File: src/rtl/pipeline_pkg.sv
// Shared types and constants for the five-stage RV64 hazard/sequencing controller.
package pipeline_pkg;

    typedef enum logic [1:0] {
        RUN         = 2'd0,
        ECALL_DRAIN = 2'd1,
        MEM_WAIT    = 2'd2
    } ctrl_state_t;

    localparam logic [1:0] FWD_RF     = 2'b00;
    localparam logic [1:0] FWD_W      = 2'b01;
    localparam logic [1:0] FWD_M      = 2'b10;
    localparam logic [1:0] RESULT_MEM = 2'b01;

    // A live writer to a real register (x0 never counts) that a reader depends on.
    function automatic logic regMatch(input logic we, input logic [4:0] rd, input logic [4:0] rs);
        return we && (rd != 5'd0) && (rd == rs);
    endfunction

endpackage

File: src/rtl/pipeline_ctrl_if.sv
// Datapath <-> hazard controller bus: register/stage info in, stage enables, flushes
// and E-stage forward selects out.
interface pipeline_ctrl_if;
    logic [4:0] Rs1D, Rs2D, Rs1E, Rs2E, RdE, RdM, RdW;
    logic       RegWriteE, RegWriteM, RegWriteW;
    logic [1:0] ResultSrcE;
    logic       PCSrcE, EcallD, EcallW;
    logic       imem_busy, dmem_busy;
    logic       enableF, enableD, enableE, enableM, enableW;
    logic       flushD, flushE;
    logic [1:0] ForwardAE, ForwardBE;

    modport master (
        output Rs1D, Rs2D, Rs1E, Rs2E, RdE, RdM, RdW,
        output RegWriteE, RegWriteM, RegWriteW, ResultSrcE,
        output PCSrcE, EcallD, EcallW, imem_busy, dmem_busy,
        input  enableF, enableD, enableE, enableM, enableW,
        input  flushD, flushE, ForwardAE, ForwardBE
    );

    modport slave (
        input  Rs1D, Rs2D, Rs1E, Rs2E, RdE, RdM, RdW,
        input  RegWriteE, RegWriteM, RegWriteW, ResultSrcE,
        input  PCSrcE, EcallD, EcallW, imem_busy, dmem_busy,
        output enableF, enableD, enableE, enableM, enableW,
        output flushD, flushE, ForwardAE, ForwardBE
    );
endinterface

File: src/rtl/pipeline_ctrl_fwd_sel.sv
// E-stage operand forward select: the M-stage writer wins over the W-stage writer.
module fwd_sel
    import pipeline_pkg::*;
(
    input  logic [4:0] rs,
    input  logic [4:0] rdM,
    input  logic       regWriteM,
    input  logic [4:0] rdW,
    input  logic       regWriteW,
    output logic [1:0] sel
);
    always_comb begin
        sel = FWD_RF;
        if (regMatch(regWriteM, rdM, rs)) begin
            sel = FWD_M;
        end else if (regMatch(regWriteW, rdW, rs)) begin
            sel = FWD_W;
        end
    end
endmodule

File: src/rtl/pipeline_ctrl.sv
// Hazard and sequencing controller for the F/D/E/M/W pipeline: stage enables, flushes,
// forward selects, ecall serialisation. Define PIPELINE_CTRL_FORWARD_EN to enable forwarding.
module pipeline_ctrl
    import pipeline_pkg::*;
#(
    parameter int CNT_W = 32
) (
    input  logic             clk,
    input  logic             reset_n,
    pipeline_ctrl_if.slave   bus,
    output logic [1:0]       ctrl_state,
    output logic [CNT_W-1:0] stall_cnt,
    output logic [CNT_W-1:0] flush_cnt
);
    ctrl_state_t state, stateNext, saved, savedNext, effState;
    logic        busy, hazard;
    logic        enF, enD, enE, enM, enW, flD, flE;
    logic [1:0]  fwdA, fwdB, fwdOutA, fwdOutB;

    function automatic logic [CNT_W-1:0] satInc(input logic [CNT_W-1:0] cnt, input logic inc);
        return (inc && (cnt != '1)) ? cnt + CNT_W'(1) : cnt;
    endfunction

    fwd_sel fwdSelA (
        .rs(bus.Rs1E), .rdM(bus.RdM), .regWriteM(bus.RegWriteM),
        .rdW(bus.RdW), .regWriteW(bus.RegWriteW), .sel(fwdA)
    );

    fwd_sel fwdSelB (
        .rs(bus.Rs2E), .rdM(bus.RdM), .regWriteM(bus.RegWriteM),
        .rdW(bus.RdW), .regWriteW(bus.RegWriteW), .sel(fwdB)
    );

`ifdef PIPELINE_CTRL_FORWARD_EN
    // Only a load in E cannot be forwarded in time; hold D for one cycle.
    assign hazard = (bus.ResultSrcE == RESULT_MEM) &&
                    (regMatch(bus.RegWriteE, bus.RdE, bus.Rs1D) ||
                     regMatch(bus.RegWriteE, bus.RdE, bus.Rs2D));
    assign fwdOutA = fwdA;
    assign fwdOutB = fwdB;
`else
    // Without forwarding, hold D until E and M writers have drained; W is bypassed in the RF.
    logic unusedFwdIn;
    assign hazard = regMatch(bus.RegWriteE, bus.RdE, bus.Rs1D) ||
                    regMatch(bus.RegWriteE, bus.RdE, bus.Rs2D) ||
                    regMatch(bus.RegWriteM, bus.RdM, bus.Rs1D) ||
                    regMatch(bus.RegWriteM, bus.RdM, bus.Rs2D);
    assign fwdOutA = FWD_RF;
    assign fwdOutB = FWD_RF;
    assign unusedFwdIn = ^{fwdA, fwdB, (bus.ResultSrcE == RESULT_MEM)};
`endif

    assign busy = bus.imem_busy || bus.dmem_busy;

    always_ff @(posedge clk or negedge reset_n) begin
        if (!reset_n) begin
            state <= RUN;
            saved <= RUN;
        end else begin
            state <= stateNext;
            saved <= savedNext;
        end
    end

    always_comb begin
        stateNext = state;
        savedNext = saved;
        enF       = 1'b1;
        enD       = 1'b1;
        enE       = 1'b1;
        enM       = 1'b1;
        enW       = 1'b1;
        flD       = 1'b0;
        flE       = 1'b0;
        // The cycle leaving MEM_WAIT behaves as the state that was interrupted.
        effState  = (state == MEM_WAIT) ? saved : state;
        if (busy) begin
            {enF, enD, enE, enM, enW} = 5'b00000;
            stateNext = MEM_WAIT;
            if (state != MEM_WAIT) begin
                savedNext = state;
            end
        end else begin
            stateNext = effState;
            if ((effState == ECALL_DRAIN) && bus.EcallW) begin
                stateNext = RUN;
            end
            if (bus.PCSrcE) begin
                flD = 1'b1;
                flE = 1'b1;
            end else if (hazard) begin
                enF = 1'b0;
                enD = 1'b0;
                flE = 1'b1;
            end else if ((effState == RUN) && bus.EcallD) begin
                enF       = 1'b0;
                flD       = 1'b1;
                stateNext = ECALL_DRAIN;
            end else if (effState == ECALL_DRAIN) begin
                enF = 1'b0;
                flD = 1'b1;
            end
        end
    end

    always_ff @(posedge clk or negedge reset_n) begin
        if (!reset_n) begin
            stall_cnt <= '0;
            flush_cnt <= '0;
        end else begin
            stall_cnt <= satInc(stall_cnt, !enF);
            flush_cnt <= satInc(flush_cnt, bus.PCSrcE && !busy);
        end
    end

    // Reset forces every stage to hold a bubble.
    assign bus.enableF   = reset_n && enF;
    assign bus.enableD   = reset_n && enD;
    assign bus.enableE   = reset_n && enE;
    assign bus.enableM   = reset_n && enM;
    assign bus.enableW   = reset_n && enW;
    assign bus.flushD    = !reset_n || flD;
    assign bus.flushE    = !reset_n || flE;
    assign bus.ForwardAE = reset_n ? fwdOutA : FWD_RF;
    assign bus.ForwardBE = reset_n ? fwdOutB : FWD_RF;
    assign ctrl_state    = state;
endmodule

File: src/flat_wrapper.sv
// flat-port wrapper written by rule: the top's interface ports become plain ports
module pipeline_ctrl_flat import pipeline_pkg::*;
#(
    parameter int CNT_W = 32
)
  (clk, reset_n, ctrl_state, stall_cnt, flush_cnt, bus_Rs1D, bus_Rs2D, bus_Rs1E, bus_Rs2E, bus_RdE, bus_RdM, bus_RdW, bus_RegWriteE, bus_RegWriteM, bus_RegWriteW, bus_ResultSrcE, bus_PCSrcE, bus_EcallD, bus_EcallW, bus_imem_busy, bus_dmem_busy, bus_enableF, bus_enableD, bus_enableE, bus_enableM, bus_enableW, bus_flushD, bus_flushE, bus_ForwardAE, bus_ForwardBE);
  pipeline_ctrl_if bus_i ();
  input  logic clk;
  input  logic reset_n;
  output logic [1:0] ctrl_state;
  output logic [CNT_W-1:0] stall_cnt;
  output logic [CNT_W-1:0] flush_cnt;
  input wire logic [$bits(bus_i.Rs1D)-1:0] bus_Rs1D;
  input wire logic [$bits(bus_i.Rs2D)-1:0] bus_Rs2D;
  input wire logic [$bits(bus_i.Rs1E)-1:0] bus_Rs1E;
  input wire logic [$bits(bus_i.Rs2E)-1:0] bus_Rs2E;
  input wire logic [$bits(bus_i.RdE)-1:0] bus_RdE;
  input wire logic [$bits(bus_i.RdM)-1:0] bus_RdM;
  input wire logic [$bits(bus_i.RdW)-1:0] bus_RdW;
  input wire logic [$bits(bus_i.RegWriteE)-1:0] bus_RegWriteE;
  input wire logic [$bits(bus_i.RegWriteM)-1:0] bus_RegWriteM;
  input wire logic [$bits(bus_i.RegWriteW)-1:0] bus_RegWriteW;
  input wire logic [$bits(bus_i.ResultSrcE)-1:0] bus_ResultSrcE;
  input wire logic [$bits(bus_i.PCSrcE)-1:0] bus_PCSrcE;
  input wire logic [$bits(bus_i.EcallD)-1:0] bus_EcallD;
  input wire logic [$bits(bus_i.EcallW)-1:0] bus_EcallW;
  input wire logic [$bits(bus_i.imem_busy)-1:0] bus_imem_busy;
  input wire logic [$bits(bus_i.dmem_busy)-1:0] bus_dmem_busy;
  output wire logic [$bits(bus_i.enableF)-1:0] bus_enableF;
  output wire logic [$bits(bus_i.enableD)-1:0] bus_enableD;
  output wire logic [$bits(bus_i.enableE)-1:0] bus_enableE;
  output wire logic [$bits(bus_i.enableM)-1:0] bus_enableM;
  output wire logic [$bits(bus_i.enableW)-1:0] bus_enableW;
  output wire logic [$bits(bus_i.flushD)-1:0] bus_flushD;
  output wire logic [$bits(bus_i.flushE)-1:0] bus_flushE;
  output wire logic [$bits(bus_i.ForwardAE)-1:0] bus_ForwardAE;
  output wire logic [$bits(bus_i.ForwardBE)-1:0] bus_ForwardBE;
  assign bus_i.Rs1D = bus_Rs1D;
  assign bus_i.Rs2D = bus_Rs2D;
  assign bus_i.Rs1E = bus_Rs1E;
  assign bus_i.Rs2E = bus_Rs2E;
  assign bus_i.RdE = bus_RdE;
  assign bus_i.RdM = bus_RdM;
  assign bus_i.RdW = bus_RdW;
  assign bus_i.RegWriteE = bus_RegWriteE;
  assign bus_i.RegWriteM = bus_RegWriteM;
  assign bus_i.RegWriteW = bus_RegWriteW;
  assign bus_i.ResultSrcE = bus_ResultSrcE;
  assign bus_i.PCSrcE = bus_PCSrcE;
  assign bus_i.EcallD = bus_EcallD;
  assign bus_i.EcallW = bus_EcallW;
  assign bus_i.imem_busy = bus_imem_busy;
  assign bus_i.dmem_busy = bus_dmem_busy;
  assign bus_enableF = bus_i.enableF;
  assign bus_enableD = bus_i.enableD;
  assign bus_enableE = bus_i.enableE;
  assign bus_enableM = bus_i.enableM;
  assign bus_enableW = bus_i.enableW;
  assign bus_flushD = bus_i.flushD;
  assign bus_flushE = bus_i.flushE;
  assign bus_ForwardAE = bus_i.ForwardAE;
  assign bus_ForwardBE = bus_i.ForwardBE;
  pipeline_ctrl #(.CNT_W(CNT_W)) u_core (.clk(clk), .reset_n(reset_n), .bus(bus_i), .ctrl_state(ctrl_state), .stall_cnt(stall_cnt), .flush_cnt(flush_cnt));
endmodule
File: config.mk
export PLATFORM = sky130hd
export DESIGN_NAME = pipeline_ctrl_flat
export DESIGN_NICKNAME = d
export VERILOG_FILES = /design/src/rtl/pipeline_pkg.sv /design/src/rtl/pipeline_ctrl_if.sv /design/src/rtl/pipeline_ctrl_fwd_sel.sv /design/src/rtl/pipeline_ctrl.sv /design/src/flat_wrapper.sv
export SDC_FILE = /design/constraint.sdc
export NUM_CORES = 1
export LEC_CHECK = 0
export ABC_AREA = 0
export CAP_MARGIN = 20
export CORE_ASPECT_RATIO = 2
export CORE_MARGIN = 2
export CORE_UTILIZATION = 35
export DETAILED_ROUTE_END_ITERATION = 7
export GPL_ROUTABILITY_DRIVEN = 0
export GPL_TIMING_DRIVEN = 0
export PLACE_DENSITY = 0.66
export SLEW_MARGIN = 30
export SYNTH_ARGS = -nofsm -noshare
export SYNTH_HDL_FRONTEND = slang
export SYNTH_HIERARCHICAL = 1
export SYNTH_SLANG_ARGS = --single-unit
File: constraint.sdc
create_clock -name clk -period 2.2 [get_ports clk]
set_input_delay 0.44 -clock clk [delete_from_list [all_inputs] [get_ports clk]]
set_output_delay 0.44 -clock clk [all_outputs]
set_load 0.01 [all_outputs]
## Word level (Yosys, flattened, before mapping)

Index checks and enable logic that the tools add are counted.

| word-level totals | value |
|---|---|
| input port bits | 47 |
| word-level logic and storage cells | 65 |
| bits in registers | 68 |

| operators by class | value |
|---|---|
| muxes and demuxes | 23 |
| reductions and logical operators | 27 |
| add/sub/neg operators | 2 |
| equality and inequality tests | 9 |

Operators with widths:

| kind | number |
|---|---|
| $add 32x1->32 const B | 2 |
| $ne 32x32->1 const B | 2 |
| $eq 5x5->1 | 4 |
| $mux 1 | 17 |
| $logic_and 1x1->1 | 14 |
| $mux 2 | 6 |
| $reduce_bool 5->1 | 2 |
| $logic_or 1x1->1 | 6 |
| $logic_not 1->1 | 3 |
| $eq 2x1->1 const B | 1 |
| $eq 2x2->1 const B | 1 |
| $logic_not 2->1 | 1 |
| $ne 2x2->1 const B | 1 |
| $reduce_and 2->1 | 1 |

## Depth between registers and ports, before layout

Gate-level depths: netlist (run 1).

| logic depth | value |
|---|---|
| depth in word-level cells | 11 |
| gate-level depth with buffers | 9 |
| depth with buffers taken out | 8 |

## Least setup slack after synthesis (run 1)

Ideal clock, no wire load.

| path | value |
|---|---|
| kind | register to register |
| start point | register u_core.stall_cnt[0] |
| end point | register u_core.stall_cnt[1] |
| library setup time | 125 ps |
| arrival time | 2381 ps |
| stages on the path, launching flop included | 9 |
| period minus slack after synthesis | 2505 ps |
| slack | -305 ps |
| buffers on the path | 1 |
| path through | dfrtp_1 > ha_1 > nand3_1 > or2_1 > or3_1 > or3_4 > o211ai_4 > buf_6 > mux2_2 |

| between the ends | value |
|---|---|
| word-level cells in the longest chain between the ends | 2 |

Ends and longest elaborated chain:

| what | line | text |
|---|---|---|
| from (decl) | pipeline_ctrl.sv:12 | `output logic [CNT_W-1:0] stall_cnt,` |
| from (signal assigned) | pipeline_ctrl.sv:111 | `stall_cnt <= satInc(stall_cnt, !enF);` |
| branches (longest 2 deep; another with $add 32x1->32) | n/a |  |

Parallel ways; which one is timed is not known.
A chain may end at the register's enable or synchronous reset.

## Worst setup path after layout (run 1)

| path | value |
|---|---|
| start point | register u_core.stall_cnt[1] |
| end point | register u_core.stall_cnt[1] |

The elaborated chain is that of the path after synthesis.

==> impl_results.md, run 1 <==
- Run status: finished with violations
- Violations in the final reports: setup timing
- Chip Height: approximately 150 um
- Total global-route track usage: 18.3%
- Transition at the pin with the smallest max-transition slack: 560 ps
- Critical Path Start Type: flop
- Final Hold Fails: 0
- Reg2Reg Launch Point: u_core/stall_cnt[1]
- Clock root cell: sky130_fd_sc_hd__clkbuf_16
- I/O pin count: 124
- Post-synthesis cell area: 3620 um^2
- Routed metal-1 wire length: 3690 um
- Worst VDD drop: 0.690 mV
- Length in cells of the worst reg-to-reg path: 8
- Placeable core region: a little over 10,000 um^2
- Met3 wirelength from detailed routing: 480 um
- Placement Cell Area: 4860 um^2
- Residual antenna-violating net count after detailed routing: 0
- Classification of the worst setup path: reg2reg
- Sinks on the clock net: approximately 70
- Ranking of synthesized cells by instance count: sky130_fd_sc_hd__dfrtp_1, sky130_fd_sc_hd__xor2_1, sky130_fd_sc_hd__nand2_1
- Worst Skew: 5.57 ps
- Wire length of the first global-routing pass: roughly 16,000 um
- CTS tree: done
- Detailed-routing iteration count for the pre-antenna-repair pass: 4
- Share of layout cells above drive strength 1: 30.0%
- Maximum level of the CTS H-tree: 3
- Sum of internal, switching and leakage power: 4.27 mW
- Number of slew-limit violations in the final report: 0
- Aggregate negative setup slack: -4120 ps
- Starting DRC count in detailed routing: approximately 120
- Highest net fanout along the worst path: 6
- Fillcell total: 871
- MaxCap Viol Count: 0
- Average vias per placed instance: 4.90
- R2R Setup Slk: -250 ps
- Unrepaired setup endpoints after global routing: true
- P_leak: around 2.5 nW
- Largest cells by area after synthesis: sky130_fd_sc_hd__dfrtp_1, sky130_fd_sc_hd__xor2_1, sky130_fd_sc_hd__xnor2_1
- CTS Buf Count: 9
- Initial core utilization: 35.9%
- Top-count cell post-synth: sky130_fd_sc_hd__dfrtp_1
- Post-layout util: 57.4%
- Worst setup slack after layout: -251 ps
- CP dominant cell by count: sky130_fd_sc_hd__or3_4
- Clock transition at path regs: 60 ps
- Total non-filler cell area in the finished layout: 5790 um^2
- Type of destination of the critical path: flop
- Congestion Overflow GR: 0
- Number of library cell types mapped by synthesis: 38
- Total met2 wirelength after detailed routing: between 5000 and 6000 um
- Synthesized area per cell: ~10 um^2
- Buffers added on ports: 101
- Die Span X: 76.0 um
- Antenna diode count: 0
- FF/Latch Area: 1710 um^2
- Post-detail-place hpwl: 7050 um
- Final clock period utilization by the worst path: 111%
- Total wire length: 10,400 um
- Number of vias after detailed routing: roughly 3,200
- Power Density: 738 nW/um^2
- Overall die area: between 10,000 and 15,000 um^2
- Synth area leader: sky130_fd_sc_hd__dfrtp_1
- R2R Path End: u_core/stall_cnt[1]
- Worst min path class: in2async
- Slowest-stage cell, CP: sky130_fd_sc_hd__dfrtp_1
- Initial antenna violation count: 0
- Worst endpoint required time: 2410 ps
- Clock Tree Buf Depth: 2
- Number of warnings reported in the yosys synthesis log: 6
- FMAX: 0.408 GHz
- Worst slew margin: 61.7%
- Number of cell rows: 52
- Area used by multi-input combinational logic: 2160 um^2
- Pin count of the biggest net entering global routing: 37
- Fin crit period: 2450 ps
- Layout overhead on the synthesized area: 59.7%
- Async set-reset flop share out of synthesis: 100%
- Share of the synthesized area in the top cell type: 46.9%
- Insertion delay of the later-clocked pin in the worst-skew pair: about 320 ps
- Final routed wire length divided by cell count: 15.6 um
- Post-detailed-route DRC marker count: 0
- Uppermost layer routed: met4
- Delay contributed by the slowest stage of the critical path: 380 ps
- Via count of the first global-routing pass: between 3,000 and 4,000
- Sequential-to-total area share from yosys stat: 46.9%
- Top flip-flop cell by instance count after synthesis: sky130_fd_sc_hd__dfrtp_1
- Arrival time of the worst setup path: approximately 2700 ps
- Nets: 571
- Number of instances in the synthesized netlist: 368
- Register bit count reported by yosys: 68
- Number of flops mapped to enable cells by yosys: 0
- Final count of negative-setup-slack endpoints: 27
- Critical Path, Cell by Cell: ha_4 > nand3_4 > or2_4 > or3_4 > or3_4 > o211ai_4 > buf_6 > mux2_4
[through the flow]
stage,hold slack (ps),cells,setup slack [ps]
detailed placement,425,608,-1100
CTS,80.5,655,-230
finish,67.8,662,-251
floorplan,144,371,-250
global placement,473,607,-2730
global route,95.3,662,-307
[cells by family after synthesis]
logic type               count (synthesis)  synth area share [%]
multiplexers                             5                  1.55
buffers and inverters                   29                  4.04
adder cells (fa/ha/maj)                  2                 0.690
AO/OA/AOI/OAI                           23                  4.31
XOR/XNOR                                79                  19.1
AND/OR/NAND/NOR                        161                  23.3
flip-flops                              68                  46.9
other                                    1                 0.103
[repair_timing]
action                                  CTS  global route
gates resized for setup                 138            67
buffers inserted                         29            10
pin swaps                                26            26
endpoints found under the setup margin   52            58
hold buffers                              0             0
gates cloned                              2             0
[per-layer routing]
layer  vias to the layer above  GRT usage (%)
li1                       1550              -
met1                      1565           18.6
met2                       105           34.7
met3                        27           3.54
met4                         0           10.3
met5                         -              0
[worst max-delay path by stage]
stage | depth (start not counted) | slack [ps] | end | start
detailed placement | 7 | -1100 | bus_enableF | bus_RdM[1]
finish | 8 | -250 | u_core/stall_cnt[1] | u_core/stall_cnt[1]
floorplan | 8 | -250 | u_core/stall_cnt[1] | u_core/stall_cnt[1]
global route | 8 | -310 | u_core/stall_cnt[1] | u_core/stall_cnt[0]
CTS | 10 | -230 | u_core/stall_cnt[3] | u_core/stall_cnt[1]
global placement | 4 | -2730 | bus_enableD | reset_n
[worst max-delay path, delay by kind of cell, from the launching register on]
kind	cells	cell delay, ps
DFF	1	380
muxes	1	300
adders and majority gates	1	160
and+or+nand+nor	4	1000
AOI/OAI and AO/OA	1	290
buffers and inverters	1	200
[power breakdown]
part,switching (mW),internal (mW),total [mW]
Sequential,0.175,1.40,1.57
Clock,0.521,0.970,1.49
Combinational,0.528,0.682,1.21
Total,1.22,3.05,4.27
[registers in the layout (all words and copies together) (netlist names)]
name               cells
u_core/stall_cnt      32
u_core/saved           2
u_core/ctrl_state      2
u_core/flush_cnt      32
[final cells by class]
cell class / count / area share, %
Timing Repair Buffer: 141 / 22.2
Sequential cell: 68 / 29.5
Multi-Input combinational cell: 274 / 37.4
Buffer: 9 / 1.25
Clock buffer: 13 / 4.67
Tap cell: 135 / 2.92
Inverter: 19 / 1.23
Clock inverter: 3 / 0.757
[cells in the final DEF (no fill, tap or decap), drive strengths merged, types with 4 or more instances in the layout]
| master | instances |
|---|---|
| and3 | 4 |
| buf | 68 |
| clkbuf | 17 |
| clkdlybuf4s50 | 73 |
| conb | 4 |
| dfrtp | 68 |
| inv | 19 |
| mux2 | 5 |
| nand2 | 32 |
| nand2b | 4 |
| nand3 | 26 |
| nand4 | 8 |
| nor2 | 31 |
| nor3 | 17 |
| nor4 | 17 |
| o21ai | 9 |
| or3 | 11 |
| xnor2 | 30 |
| xor2 | 49 |
Note: power is estimated with default switching activity, not from simulation.
==> run 2, diff against run 1 <==
GPL_ROUTABILITY_DRIVEN = default   (was 0)
==> results of run 2 <==
Same layout as run 1: the final DEF is identical, and so are final timing and power.
